### config.mk
export PLATFORM = sky130hd
export DESIGN_NAME = mem_lsu_flat
export DESIGN_NICKNAME = d
export VERILOG_FILES = /design/src/rtl/mem_lsu_pkg.sv /design/src/rtl/mem_lsu_if.sv /design/src/rtl/mem_lane_align.sv /design/src/rtl/mem_lsu.sv /design/src/flat_wrapper.sv
export SDC_FILE = /design/constraint.sdc
export NUM_CORES = 1
export LEC_CHECK = 0
export BUFFER_PORTS_ARGS = -buffer_cell sky130_fd_sc_hd__buf_2
export CAP_MARGIN = 30
export CORE_MARGIN = 2
export CORE_UTILIZATION = 50
export DETAILED_ROUTE_END_ITERATION = 10
export PLACE_DENSITY = 0.8
export SYNTH_ARGS = -nofsm -noshare
export SYNTH_HDL_FRONTEND = slang
export SYNTH_HIERARCHICAL = 1
export SYNTH_SLANG_ARGS = --single-unit
### constraint.sdc
create_clock -name clk -period 13.1 [get_ports clk]
set_clock_uncertainty 0.15 [all_clocks]
set_input_delay 3.93 -clock clk [delete_from_list [all_inputs] [get_ports clk]]
set_output_delay 3.93 -clock clk [all_outputs]
set_load 0.1 [all_outputs]
### src/rtl/mem_lsu_pkg.sv
// mem_lsu_pkg
//   Shared constants and helpers for the minimips MEM stage.
//   Holds the 4-bit memory operation codes, the FSM state encodings,
//   the NOP destination register, and small decode helpers that are used
//   by mem_lsu and mem_lane_align.
//   No ports (package).

package mem_lsu_pkg;

    // Memory operation codes carried on ex_memop.
    localparam logic [3:0] MEM_OP_NONE = 4'd0;
    localparam logic [3:0] MEM_OP_LB   = 4'd1;
    localparam logic [3:0] MEM_OP_LBU  = 4'd2;
    localparam logic [3:0] MEM_OP_LH   = 4'd3;
    localparam logic [3:0] MEM_OP_LHU  = 4'd4;
    localparam logic [3:0] MEM_OP_LW   = 4'd5;
    localparam logic [3:0] MEM_OP_SB   = 4'd6;
    localparam logic [3:0] MEM_OP_SH   = 4'd7;
    localparam logic [3:0] MEM_OP_SW   = 4'd8;

    // FSM states.
    localparam logic [0:0] MEM_IDLE = 1'b0;
    localparam logic [0:0] MEM_WAIT = 1'b1;

    // Register address written by bubbles / reset.
    localparam logic [4:0] NOP_REG_ADDR = 5'd0;

    function automatic logic is_load(input logic [3:0] op);
        return (op == MEM_OP_LB) || (op == MEM_OP_LBU) || (op == MEM_OP_LH) ||
               (op == MEM_OP_LHU) || (op == MEM_OP_LW);
    endfunction

    function automatic logic is_store(input logic [3:0] op);
        return (op == MEM_OP_SB) || (op == MEM_OP_SH) || (op == MEM_OP_SW);
    endfunction

    function automatic logic is_mem_op(input logic [3:0] op);
        return is_load(op) || is_store(op);
    endfunction

    // Access size as log2(bytes): 0 = byte, 1 = half, 2 = word.
    function automatic logic [1:0] size_code(input logic [3:0] op);
        logic [1:0] code;
        case (op)
            MEM_OP_LB, MEM_OP_LBU, MEM_OP_SB: code = 2'd0;
            MEM_OP_LH, MEM_OP_LHU, MEM_OP_SH: code = 2'd1;
            default:                          code = 2'd2;
        endcase
        return code;
    endfunction

    // True when the low address bits are not on the natural boundary of the access.
    function automatic logic is_misaligned(input logic [3:0] op, input logic [1:0] lo);
        logic bad;
        case (size_code(op))
            2'd0:    bad = 1'b0;
            2'd1:    bad = lo[0];
            default: bad = (lo != 2'b00);
        endcase
        return bad;
    endfunction

endpackage

### src/rtl/mem_lsu_if.sv
// mem_lsu_if
//   Data-bus req/ack interface between the load/store unit and memory.
//   Parameters: DATA_W (data width), ADDR_W (address width).
//   Signals:
//     req    transaction request (master -> slave)
//     we     1 = store
//     addr   word-aligned address
//     sel    byte-lane enables, DATA_W/8 bits
//     wdata  store data replicated across lanes
//     ack    transaction complete, rdata valid this cycle (slave -> master)
//     rdata  read data
//   Modports: master (load/store unit), slave (memory side).

interface mem_lsu_if #(
    parameter int DATA_W = 32,
    parameter int ADDR_W = 32
);
    logic                  req;
    logic                  we;
    logic [ADDR_W-1:0]     addr;
    logic [DATA_W/8-1:0]   sel;
    logic [DATA_W-1:0]     wdata;
    logic                  ack;
    logic [DATA_W-1:0]     rdata;

    modport master (output req, we, addr, sel, wdata, input ack, rdata);
    modport slave  (input req, we, addr, sel, wdata, output ack, rdata);
endinterface

### src/rtl/mem_lane_align.sv
// mem_lane_align
//   Combinational byte-lane steering for the MEM stage.
//   Parameter: DATA_W (32 or 64).
//   Ports:
//     memop  in   4            memory operation code
//     lane   in   log2(DATA_W/8) low address bits (byte lane index)
//     mdata  in   DATA_W       store data (rt)
//     rdata  in   DATA_W       bus read data
//     sel    out  DATA_W/8     byte-lane enables
//     wdata  out  DATA_W       store data replicated across all lanes
//     ldata  out  DATA_W       extracted and sign/zero-extended load data
//   Address bits below the access size are dropped, so the lane used is
//   always the natural boundary of the access.

module mem_lane_align
    import mem_lsu_pkg::*;
#(
    parameter int DATA_W = 32
) (
    input  logic [3:0]                  memop,
    input  logic [$clog2(DATA_W/8)-1:0] lane,
    input  logic [DATA_W-1:0]           mdata,
    input  logic [DATA_W-1:0]           rdata,
    output logic [DATA_W/8-1:0]         sel,
    output logic [DATA_W-1:0]           wdata,
    output logic [DATA_W-1:0]           ldata
);
    localparam int LANES  = DATA_W / 8;
    localparam int LANE_W = $clog2(LANES);

    logic [LANE_W-1:0] base;
    logic [LANES-1:0]  mask;
    logic [DATA_W-1:0] shifted;

    // Pick the first lane of the access, its lane mask and the replicated
    // store pattern, then shift the read word down so the addressed bytes
    // sit at bit 0 before extension.
    always_comb begin
        base    = lane;
        mask    = LANES'(1);
        wdata   = {LANES{mdata[7:0]}};
        ldata   = '0;
        case (size_code(memop))
            2'd0: begin
                base  = lane;
                mask  = LANES'(1);
                wdata = {LANES{mdata[7:0]}};
            end
            2'd1: begin
                base  = lane & ~LANE_W'(1);
                mask  = LANES'(3);
                wdata = {(LANES/2){mdata[15:0]}};
            end
            default: begin
                base  = lane & ~LANE_W'(3);
                mask  = LANES'(15);
                wdata = {(LANES/4){mdata[31:0]}};
            end
        endcase
        sel     = mask << base;
        shifted = rdata >> {base, 3'b000};
        case (memop)
            MEM_OP_LB:  ldata = DATA_W'($signed(shifted[7:0]));
            MEM_OP_LBU: ldata = DATA_W'(shifted[7:0]);
            MEM_OP_LH:  ldata = DATA_W'($signed(shifted[15:0]));
            MEM_OP_LHU: ldata = DATA_W'(shifted[15:0]);
            MEM_OP_LW:  ldata = DATA_W'($signed(shifted[31:0]));
            default:    ldata = '0;
        endcase
    end

endmodule

### src/rtl/mem_lsu.sv
// mem_lsu
//   MEM stage of the minimips pipeline: registered EX/MEM -> MEM/WB with a
//   load/store unit. Pass-through ops retire in one cycle; loads and stores
//   run a req/ack transaction on the data bus, stall the pipe while waiting,
//   then retire. A wait counter aborts a transaction that never acks.
//   Optional feature macro: MEM_ALIGN_EXC_EN -- when defined, misaligned
//   half/word accesses issue no bus request and retire next cycle with a
//   bus_err pulse; when undefined, low address bits are truncated.
//   Parameters: DATA_W (32/64), ADDR_W, REG_ADDR_W, TIMEOUT (1..65535).
//   Ports:
//     clk, rst                 clock, async active-high reset
//     ex_valid/ex_wd/ex_wreg   EX/MEM slot, destination, write enable
//     ex_wdata                 ALU result for pass-through ops
//     ex_memop/ex_maddr/ex_mdata  memory op code, address, store data
//     bus                      mem_lsu_if.master data bus
//     stallreq                 hold upstream stages (high in WAIT)
//     bus_err                  one-cycle error pulse
//     wb_valid/wb_wd/wb_wreg/wb_wdata  registered MEM/WB outputs

module mem_lsu
    import mem_lsu_pkg::*;
#(
    parameter int DATA_W     = 32,
    parameter int ADDR_W     = 32,
    parameter int REG_ADDR_W = 5,
    parameter int TIMEOUT    = 255
) (
    input  logic                  clk,
    input  logic                  rst,
    input  logic                  ex_valid,
    input  logic [REG_ADDR_W-1:0] ex_wd,
    input  logic                  ex_wreg,
    input  logic [DATA_W-1:0]     ex_wdata,
    input  logic [3:0]            ex_memop,
    input  logic [ADDR_W-1:0]     ex_maddr,
    input  logic [DATA_W-1:0]     ex_mdata,
    mem_lsu_if.master             bus,
    output logic                  stallreq,
    output logic                  bus_err,
    output logic                  wb_valid,
    output logic [REG_ADDR_W-1:0] wb_wd,
    output logic                  wb_wreg,
    output logic [DATA_W-1:0]     wb_wdata
);
    localparam int          LANE_W   = $clog2(DATA_W / 8);
    localparam logic [15:0] TMO_LAST = 16'(TIMEOUT - 1);

    logic [0:0]            state;
    logic [15:0]           tmo_cnt;
    logic [REG_ADDR_W-1:0] hold_wd;
    logic                  hold_wreg;
    logic [3:0]            hold_op;
    logic [LANE_W-1:0]     hold_lane;

    logic [3:0]            align_op;
    logic [LANE_W-1:0]     align_lane;
    logic [DATA_W/8-1:0]   align_sel;
    logic [DATA_W-1:0]     align_wdata;
    logic [DATA_W-1:0]     align_ldata;

    // One lane aligner serves both phases: in IDLE it shapes the outgoing
    // request from ex_*, in WAIT it extracts load data for the held op.
    assign align_op   = (state == MEM_WAIT) ? hold_op   : ex_memop;
    assign align_lane = (state == MEM_WAIT) ? hold_lane : ex_maddr[LANE_W-1:0];

    mem_lane_align #(.DATA_W(DATA_W)) u_align (
        .memop (align_op),
        .lane  (align_lane),
        .mdata (ex_mdata),
        .rdata (bus.rdata),
        .sel   (align_sel),
        .wdata (align_wdata),
        .ldata (align_ldata)
    );

    assign stallreq = (state == MEM_WAIT);

    // Main FSM: IDLE accepts an instruction, WAIT holds the bus request until
    // ack or timeout. Expiry is only taken when ack is absent, so an ack on
    // the last allowed cycle still retires normally.
    always_ff @(posedge clk or posedge rst) begin
        if (rst) begin
            state     <= MEM_IDLE;
            tmo_cnt   <= '0;
            hold_wd   <= '0;
            hold_wreg <= 1'b0;
            hold_op   <= MEM_OP_NONE;
            hold_lane <= '0;
            bus.req   <= 1'b0;
            bus.we    <= 1'b0;
            bus.addr  <= '0;
            bus.sel   <= '0;
            bus.wdata <= '0;
            bus_err   <= 1'b0;
            wb_valid  <= 1'b0;
            wb_wd     <= REG_ADDR_W'(NOP_REG_ADDR);
            wb_wreg   <= 1'b0;
            wb_wdata  <= '0;
        end else begin
            bus_err <= 1'b0;
            case (state)
                MEM_IDLE: begin
                    if (ex_valid && is_mem_op(ex_memop)) begin
`ifdef MEM_ALIGN_EXC_EN
                        if (is_misaligned(ex_memop, ex_maddr[1:0])) begin
                            wb_valid <= 1'b1;
                            wb_wd    <= ex_wd;
                            wb_wreg  <= 1'b0;
                            wb_wdata <= '0;
                            bus_err  <= 1'b1;
                        end else
`endif
                        begin
                            bus.req   <= 1'b1;
                            bus.we    <= is_store(ex_memop);
                            bus.addr  <= {ex_maddr[ADDR_W-1:LANE_W], LANE_W'(0)};
                            bus.sel   <= align_sel;
                            bus.wdata <= align_wdata;
                            hold_wd   <= ex_wd;
                            hold_wreg <= ex_wreg;
                            hold_op   <= ex_memop;
                            hold_lane <= ex_maddr[LANE_W-1:0];
                            tmo_cnt   <= '0;
                            state     <= MEM_WAIT;
                            wb_valid  <= 1'b0;
                            wb_wreg   <= 1'b0;
                            wb_wdata  <= '0;
                        end
                    end else if (ex_valid) begin
                        wb_valid <= 1'b1;
                        wb_wd    <= ex_wd;
                        wb_wreg  <= ex_wreg;
                        wb_wdata <= ex_wdata;
                    end else begin
                        wb_valid <= 1'b0;
                        wb_wreg  <= 1'b0;
                    end
                end
                MEM_WAIT: begin
                    if (bus.ack) begin
                        state    <= MEM_IDLE;
                        bus.req  <= 1'b0;
                        bus.we   <= 1'b0;
                        wb_valid <= 1'b1;
                        wb_wd    <= hold_wd;
                        if (is_load(hold_op)) begin
                            wb_wreg  <= hold_wreg;
                            wb_wdata <= align_ldata;
                        end else begin
                            wb_wreg  <= 1'b0;
                            wb_wdata <= '0;
                        end
                    end else if (tmo_cnt == TMO_LAST) begin
                        state    <= MEM_IDLE;
                        bus.req  <= 1'b0;
                        bus.we   <= 1'b0;
                        bus_err  <= 1'b1;
                        wb_valid <= 1'b1;
                        wb_wd    <= hold_wd;
                        wb_wreg  <= 1'b0;
                        wb_wdata <= '0;
                    end else begin
                        tmo_cnt <= tmo_cnt + 16'd1;
                    end
                end
                default: state <= MEM_IDLE;
            endcase
        end
    end

endmodule

### src/flat_wrapper.sv
// flat-port wrapper written by rule: the top's interface ports become plain ports
module mem_lsu_flat import mem_lsu_pkg::*;
#(
    parameter int DATA_W     = 32,
    parameter int ADDR_W     = 32,
    parameter int REG_ADDR_W = 5,
    parameter int TIMEOUT    = 255
)
  (clk, rst, ex_valid, ex_wd, ex_wreg, ex_wdata, ex_memop, ex_maddr, ex_mdata, stallreq, bus_err, wb_valid, wb_wd, wb_wreg, wb_wdata, bus_req, bus_we, bus_addr, bus_sel, bus_wdata, bus_ack, bus_rdata);
  mem_lsu_if #(.DATA_W(DATA_W), .ADDR_W(ADDR_W)) bus_i ();
  input  logic clk;
  input  logic rst;
  input  logic ex_valid;
  input  logic [REG_ADDR_W-1:0] ex_wd;
  input  logic ex_wreg;
  input  logic [DATA_W-1:0] ex_wdata;
  input  logic [3:0] ex_memop;
  input  logic [ADDR_W-1:0] ex_maddr;
  input  logic [DATA_W-1:0] ex_mdata;
  output logic stallreq;
  output logic bus_err;
  output logic wb_valid;
  output logic [REG_ADDR_W-1:0] wb_wd;
  output logic wb_wreg;
  output logic [DATA_W-1:0] wb_wdata;
  output wire logic [$bits(bus_i.req)-1:0] bus_req;
  output wire logic [$bits(bus_i.we)-1:0] bus_we;
  output wire logic [$bits(bus_i.addr)-1:0] bus_addr;
  output wire logic [$bits(bus_i.sel)-1:0] bus_sel;
  output wire logic [$bits(bus_i.wdata)-1:0] bus_wdata;
  input wire logic [$bits(bus_i.ack)-1:0] bus_ack;
  input wire logic [$bits(bus_i.rdata)-1:0] bus_rdata;
  assign bus_req = bus_i.req;
  assign bus_we = bus_i.we;
  assign bus_addr = bus_i.addr;
  assign bus_sel = bus_i.sel;
  assign bus_wdata = bus_i.wdata;
  assign bus_i.ack = bus_ack;
  assign bus_i.rdata = bus_rdata;
  mem_lsu #(.DATA_W(DATA_W), .ADDR_W(ADDR_W), .REG_ADDR_W(REG_ADDR_W), .TIMEOUT(TIMEOUT)) u_core (.clk(clk), .rst(rst), .ex_valid(ex_valid), .ex_wd(ex_wd), .ex_wreg(ex_wreg), .ex_wdata(ex_wdata), .ex_memop(ex_memop), .ex_maddr(ex_maddr), .ex_mdata(ex_mdata), .bus(bus_i), .stallreq(stallreq), .bus_err(bus_err), .wb_valid(wb_valid), .wb_wd(wb_wd), .wb_wreg(wb_wreg), .wb_wdata(wb_wdata));
endmodule
Word level (Yosys, flattened, before mapping)

Index checks and enable logic that the tools add are counted.

Add/subtract/negate cells: 1
Eq/ne operators: 29
Shifts and indexed selects: 2
Multiplexer cells: 45
Bitwise logic cells: 1
Reductions and logical operators: 20

Operators by type and width:

| kind                    | count |
|---|---|
| $mux W32                | 5 |
| $pmux W32 S5            | 1 |
| $pmux W32 S2            | 2 |
| $mux W16                | 3 |
| $eq A4 B3 Y1 const B    | 10 |
| $pmux W16 S2            | 1 |
| $shr A32 B5 Y32         | 1 |
| $eq A4 B2 Y1 const B    | 6 |
| $mux W5                 | 4 |
| $mux W1                 | 18 |
| $add A16 B1 Y16 const B | 1 |
| $eq A16 B8 Y1 const B   | 1 |
| $eq A4 B1 Y1 const B    | 3 |
| $logic_or A1 B1 Y1      | 11 |
| $pmux W1 S2             | 5 |
| $pmux W5 S2             | 1 |
| $ne A2 B2 Y1 const B    | 4 |
| $pmux W2 S2             | 2 |
| $pmux W4 S2             | 1 |
| $reduce_and A2 Y1       | 3 |
| $reduce_and A3 Y1       | 2 |
| $reduce_or A3 Y1        | 2 |
| $eq A4 B4 Y1 const B    | 1 |
| $mux W4                 | 1 |
| 9 further kinds         | 9 |

Register bits: 137
Input bits: 142
Output and inout port bits: 111
Logic and storage cells: 114

Logic depth before layout (Yosys ltp)

Word-level depth: 11
Depth in mapped cells: 11
Depth with buffers taken out: 7

Cells and area by module

Netlist, hierarchy kept.

Modules (own cells, without submodules):

| module         | times used | cells each | area an instance (µm²) | seq. area each (µm²) |
|---|---|---|---|---|
| mem_lsu        | 1          | 588        | 6033.3                 | 3428.3 |
| mem_lane_align | 1          | 168        | 1362.6                 | 0.0 |

Least setup slack after synthesis

OpenSTA, ideal clock, no wires.

Kind: input port to flip-flop
From: input port ex_memop[1]
To: register u_core.wb_wdata[22]
Setup time: 125 ps
Arrival: 5792 ps
Data required time: 12825 ps
Setup slack: 7032 ps
Cell stages on the path: 9
Buffers on the path: 2
Cell sequence: mux2_2 clkbuf_8 and2b_1 o211ai_4 buf_6 mux2i_1 o211ai_1 a22o_1 mux2_2

Longest elaborated chain between the ends: 11
Elaborated cells on any way between the ends: 38
Classes of those cells: eq/ne (17); shift (1); mux (8); reduce/logical (12)

Ends and longest elaborated chain:

| item                                             | RTL line                                | source |
|---|---|---|
| from (decl)                                      | flat_wrapper.sv:17                      | `input logic [3:0] ex_memop;` |
| $mux W4 *                                        | mem_lsu.sv:63                           | `assign align_op = (state == MEM_WAIT) ? hold_op : ex_memop;` |
| $eq A4 B3 Y1, or another cell as far along       | mem_lsu_pkg.sv:44, mem_lane_align.sv:62 |  |
| $reduce_or A3 Y1                                 | mem_lsu_pkg.sv:44                       | `case (op)` |
| $pmux W2 S2                                      | mem_lsu_pkg.sv:44                       |  |
| $eq A2 B1 Y1 or $logic_not A2 Y1 (tied branches) | mem_lane_align.sv:43                    | `case (size_code(memop))` |
| $pmux W2 S2                                      | mem_lane_align.sv:43                    |  |
| $shr A32 B5 Y32                                  | mem_lane_align.sv:61                    | `shifted = rdata >> {base, 3'b000};` |
| $pmux W32 S5 *                                   | mem_lane_align.sv:62                    | `case (memop)` |
| net u_core.align_ldata[22]                       | mem_lsu.sv:59                           | `logic [DATA_W-1:0] align_ldata;` |
| $mux W32 *                                       | mem_lsu.sv:146                          | `if (is_load(hold_op)) begin` |
| $mux W32 *                                       | mem_lsu.sv:140                          | `if (bus.ack) begin` |
| $pmux W32 S2 *                                   | mem_lsu.sv:101                          | `case (state)` |
| to (signal assigned)                             | mem_lsu.sv:133                          | `wb_wdata <= ex_wdata;` |
| to (signal assigned)                             | mem_lsu.sv:148                          | `wb_wdata <= align_ldata;` |
| to (decl)                                        | mem_lsu.sv:43                           | `output logic [DATA_W-1:0] wb_wdata` |

The timed path passes the listed nets; every way through them passes the cells marked *.
A chain may end at the register's enable or synchronous reset.

Worst setup path in the final report

From: input port ex_memop[2]
To: register u_core.wb_wdata[12]

Longest elaborated chain between the ends: 11
Elaborated cells on any way between the ends: 38
Classes of those cells: eq/ne (17); shift (1); mux (8); reduce/logical (12)

Ends and longest elaborated chain:

| item                                             | RTL line                                | source |
|---|---|---|
| $mux W4 *                                        | mem_lsu.sv:63                           |  |
| net u_core.align_op[2]                           | mem_lsu.sv:55                           | `logic [3:0] align_op;` |
| $eq A4 B3 Y1, or another cell as far along       | mem_lsu_pkg.sv:44, mem_lane_align.sv:62 |  |
| $reduce_or A3 Y1                                 | mem_lsu_pkg.sv:44                       |  |
| $pmux W2 S2                                      | mem_lsu_pkg.sv:44                       |  |
| $eq A2 B1 Y1 or $logic_not A2 Y1 (tied branches) | mem_lane_align.sv:43                    |  |
| $pmux W2 S2                                      | mem_lane_align.sv:43                    |  |
| $shr A32 B5 Y32                                  | mem_lane_align.sv:61                    |  |
| $pmux W32 S5 *                                   | mem_lane_align.sv:62                    |  |
| net u_core.align_ldata[12]                       | mem_lsu.sv:59                           |  |
| $mux W32 *                                       | mem_lsu.sv:146                          |  |
| $mux W32 *                                       | mem_lsu.sv:140                          |  |
| $pmux W32 S2 *                                   | mem_lsu.sv:101                          |  |

Marked as above.

==> results.py <==
metrics = {
    "clock_network": {
        "cts.clk_slew.worst_paths_ns": 0.06,
        "clockBufferDepth": 2,
        "tritoncts": "done",
        "cts_max_level": 4,
        "cts-resized-gates": 0,
        "root_buffer": "clkbuf_16",
        "cts_hold_buf": 0,
        "cts_buffers": 17,
        "insertion_delay_ns": 0.42,
        "clock-sinks": 137,
        "post-cts-setup-buffer-count": 0,
    },
    "synthesis": {
        "netlist-cell-type-count": 69,
        "synth_area_um2": 7400,
        "synth_most_common_cell": "nand2_1",
        "syn_avg_cell_area_um2": 9.78,
        "ys.warnings.count": 6,
        "yosysTopAreaCellShare": 0.464,
        "synth_ff_type": "dfrtp_1",
        "ys_ff_latch": 137,
        "yosysSeqAreaShare": 0.464,
        "netlist_instances": 756,
        "synth_edf_count": 0,
        "ys_async_sr_fraction": 1.00,
        "ys_top_cells_by_area": "dfrtp_1 46%, nand2_1 13%, mux2_2 8.2%",
        "synth_commonest_cells": "248 x nand2_1, 137 x dfrtp_1, 54 x mux2_2",
        "synth_top_area_cell": "dfrtp_1",
    },
    "global_route": {
        "grt_pass1_wl_mm": 33.6,
        "groute.usage.overall": 0.265,
        "grt_pass1_vias": 6605,
        "antenna_found_initial": 0,
        "grt_max_degree": 78,
        "grt_overflow_total": 0,
    },
    "routing": {
        "route.vias.total": 6553,
        "wl_mm": 20.5,
        "wl_per_cell_um": 17.5,
        "avgViaCountPerCell": 5.58,
        "dr_wl_met2_mm": 9.68,
        "drc": 0,
        "ant_nets": 0,
        "drt-met1-wl_mm": 8.60,
        "first_pass_iters": 5,
        "wl_met3_mm": 1.79,
        "highest_layer": "met4",
        "drtIter0Drc": 531,
    },
    "floorplanning": {
        "fp.dieW_um": 126,
        "die-area_um2": 15800,
        "rows": 44,
        "die_h_um": 126,
        "start_util": 0.511,
        "ios": 253,
        "coreArea_um2": 14500,
    },
    "worst_hold_path": {
        "min_from": "u_core/bus.sel[0]",
        "min-delay-path-class": "reg2reg",
    },
    "final_layout": {
        "nets": 1122,
        "layout-drive-gt1-share": 0.379,
        "final_util": 0.637,
        "syn2layout_area_growth_pct": 24.6,
        "antenna_cells": 0,
        "final_cells": 1175,
        "postLayoutCellArea_um2": 9220,
    },
    "setup_path": {
        "crit_fanout": 24,
        "reg2reg_slack_ns": 9.58,
        "slowest_stage": "o21ai_2",
        "cp_top_family": "compound AO/OA/AOI/OAI gates",
        "worstPathRequired_ns": 13.25,
        "crit_chain": "buf_2 -> mux2_2 -> xnor2_2 -> o221ai_2 -> o21ai_2 -> o211ai_1 -> a22o_1 -> mux2_2",
        "path_class": "in2reg",
        "critPathMaxStageDelay_ns": 0.79,
        "startpoint_type": "primary input",
        "rr_startpoint": "u_core/stallreq",
        "path_common_cell": "mux2_2",
        "cp-startpoint": "ex_memop[2]",
        "cp.arrival_ns": 6.43,
        "critPathBufInv": 1,
        "cp-end-kind": "flip-flop",
    },
    "timing": {
        "post-route-period-util": 0.479,
        "fmax_ghz": 0.159,
        "tightest_slew_ns": 0.976,
        "rsz0062_at_grt": "no",
        "maxSlewViolCount": 0,
        "period_needed_ns": 6.28,
        "max_slew_margin": 0.349,
        "fin_setup_tns_ns": 0,
        "hold_viol_final": 0,
        "setup_violations": 0,
    },
    "placed_design": {
        "io_buffers": 250,
        "hpwl_mm": 14.3,
        "routabilityCongestion": 0.871,
        "dpl_cell_area_um2": 8610,
        "place_inst": 1143,
    },
    "power_and_ir_drop": {
        "ir_drop_v": 0.000198,
        "power.total_uw": 2060,
        "power.density_nw_per_um2": 223,
        "p_leak_uw": 0.00490,
    },
    "job": {
        "maxCapViolCount": 0,
    },
    "outcome": {
        "status": "complete, no violations",
    },
}
==> flip-flops by register name, summed over array words and instances (netlist names), 2 cells and up <==
name and count:
u_core/bus.wdata 32, u_core/wb_wdata 32, u_core/bus.addr 30, u_core/tmo_cnt 16, u_core/hold_wd 5, u_core/wb_wd 5
u_core/bus.sel 4, u_core/hold_op 4, u_core/hold_lane 2
==> layout by cell type (no fill, tap or decap), types with 4 or more instances in the layout <==
master     instances
a21o_1             5
buf_4              4
nand3b_1           6
nand2b_1           4
buf_2            250
o221a_2            5
a21oi_1           13
and2_1             9
or3_1              6
inv_6              6
mux2i_1           22
mux2_2            54
xnor2_1            4
inv_8              4
dfrtp_1          137
nand3_1           15
a22o_1            33
clkbuf_16         17
nor2_1            15
a221o_1            9
o211ai_1          14
inv_1             11
nor4_1             4
o21ai_0            7
nor2b_1            4
nand2_1          248
o31ai_1            5
o22ai_1            9
nor3_1             8
==> area by class of cell <==
type                    instances  area, µm²
clock buffers                  17        425
clock inverters                15        179
fillers                      1242       5260
inverters                      12       50.0
multi-input cells             554       3580
flip-flops and latches        137       3430
well taps                     184        230
repair buffers                256       1330
==> metal layers <==
layer | vias to the layer above | GRT usage
met5 | - | 0
met4 | 0 | 0.0882
met3 | 37 | 0.0922
met2 | 271 | 0.420
met1 | 3167 | 0.342
li1 | 3078 | -
==> worst register-to-register path, stage by stage, from the launching register on <==
cell and delay, ns:
dfrtp_1 0.74, mux2_2 0.55, xnor2_2 0.26, o221ai_2 0.14, o21ai_2 0.79, o211ai_1 0.26
a22o_1 0.26, mux2_2 0.26
==> cells by family (layout without fill, tap and decap cells) <==
family | Yosys count | after routing | synth area share
AND/OR/NAND/NOR | 344 | 344 | 0.214
flip-flops | 137 | 137 | 0.464
AO/OA/AOI/OAI | 123 | 123 | 0.140
multiplexers | 76 | 76 | 0.112
buffers and inverters | 66 | 300 | 0.0560
XOR/XNOR | 7 | 7 | 0.0103
adder cells (fa/ha/maj) | 2 | 2 | 0.00338
other | 1 | 2 | 0.000507
==> report_power, final <==
group	internal, µW	leakage (µW)	switching (µW)
registers	513	0.00173	54.6
clock network	289	0.000297	206
logic	185	0.00287	808
==> through the flow <==
step / hold slack (ns) / setup slack, ns
floorplan: 0.289 / 5.35
global placement: 0.302 / 6.50
detailed placement: 0.307 / 6.42
CTS: 0.324 / 6.88
global route: 0.340 / 6.71
finish: 0.315 / 6.82
==> worst paths after layout <==
kind,end,depth (start not counted)
setup / recovery,u_core/wb_wdata[12],8
hold reg to reg,u_core/bus.sel[0],2
hold / removal,u_core/bus.sel[0],2
setup reg to reg,u_core/wb_wdata[12],7
max in group asynchronous,u_core/tmo_cnt[9],4
min in group asynchronous,u_core/bus.addr[2],2
No activity file was read; power rests on OpenSTA's default activity.
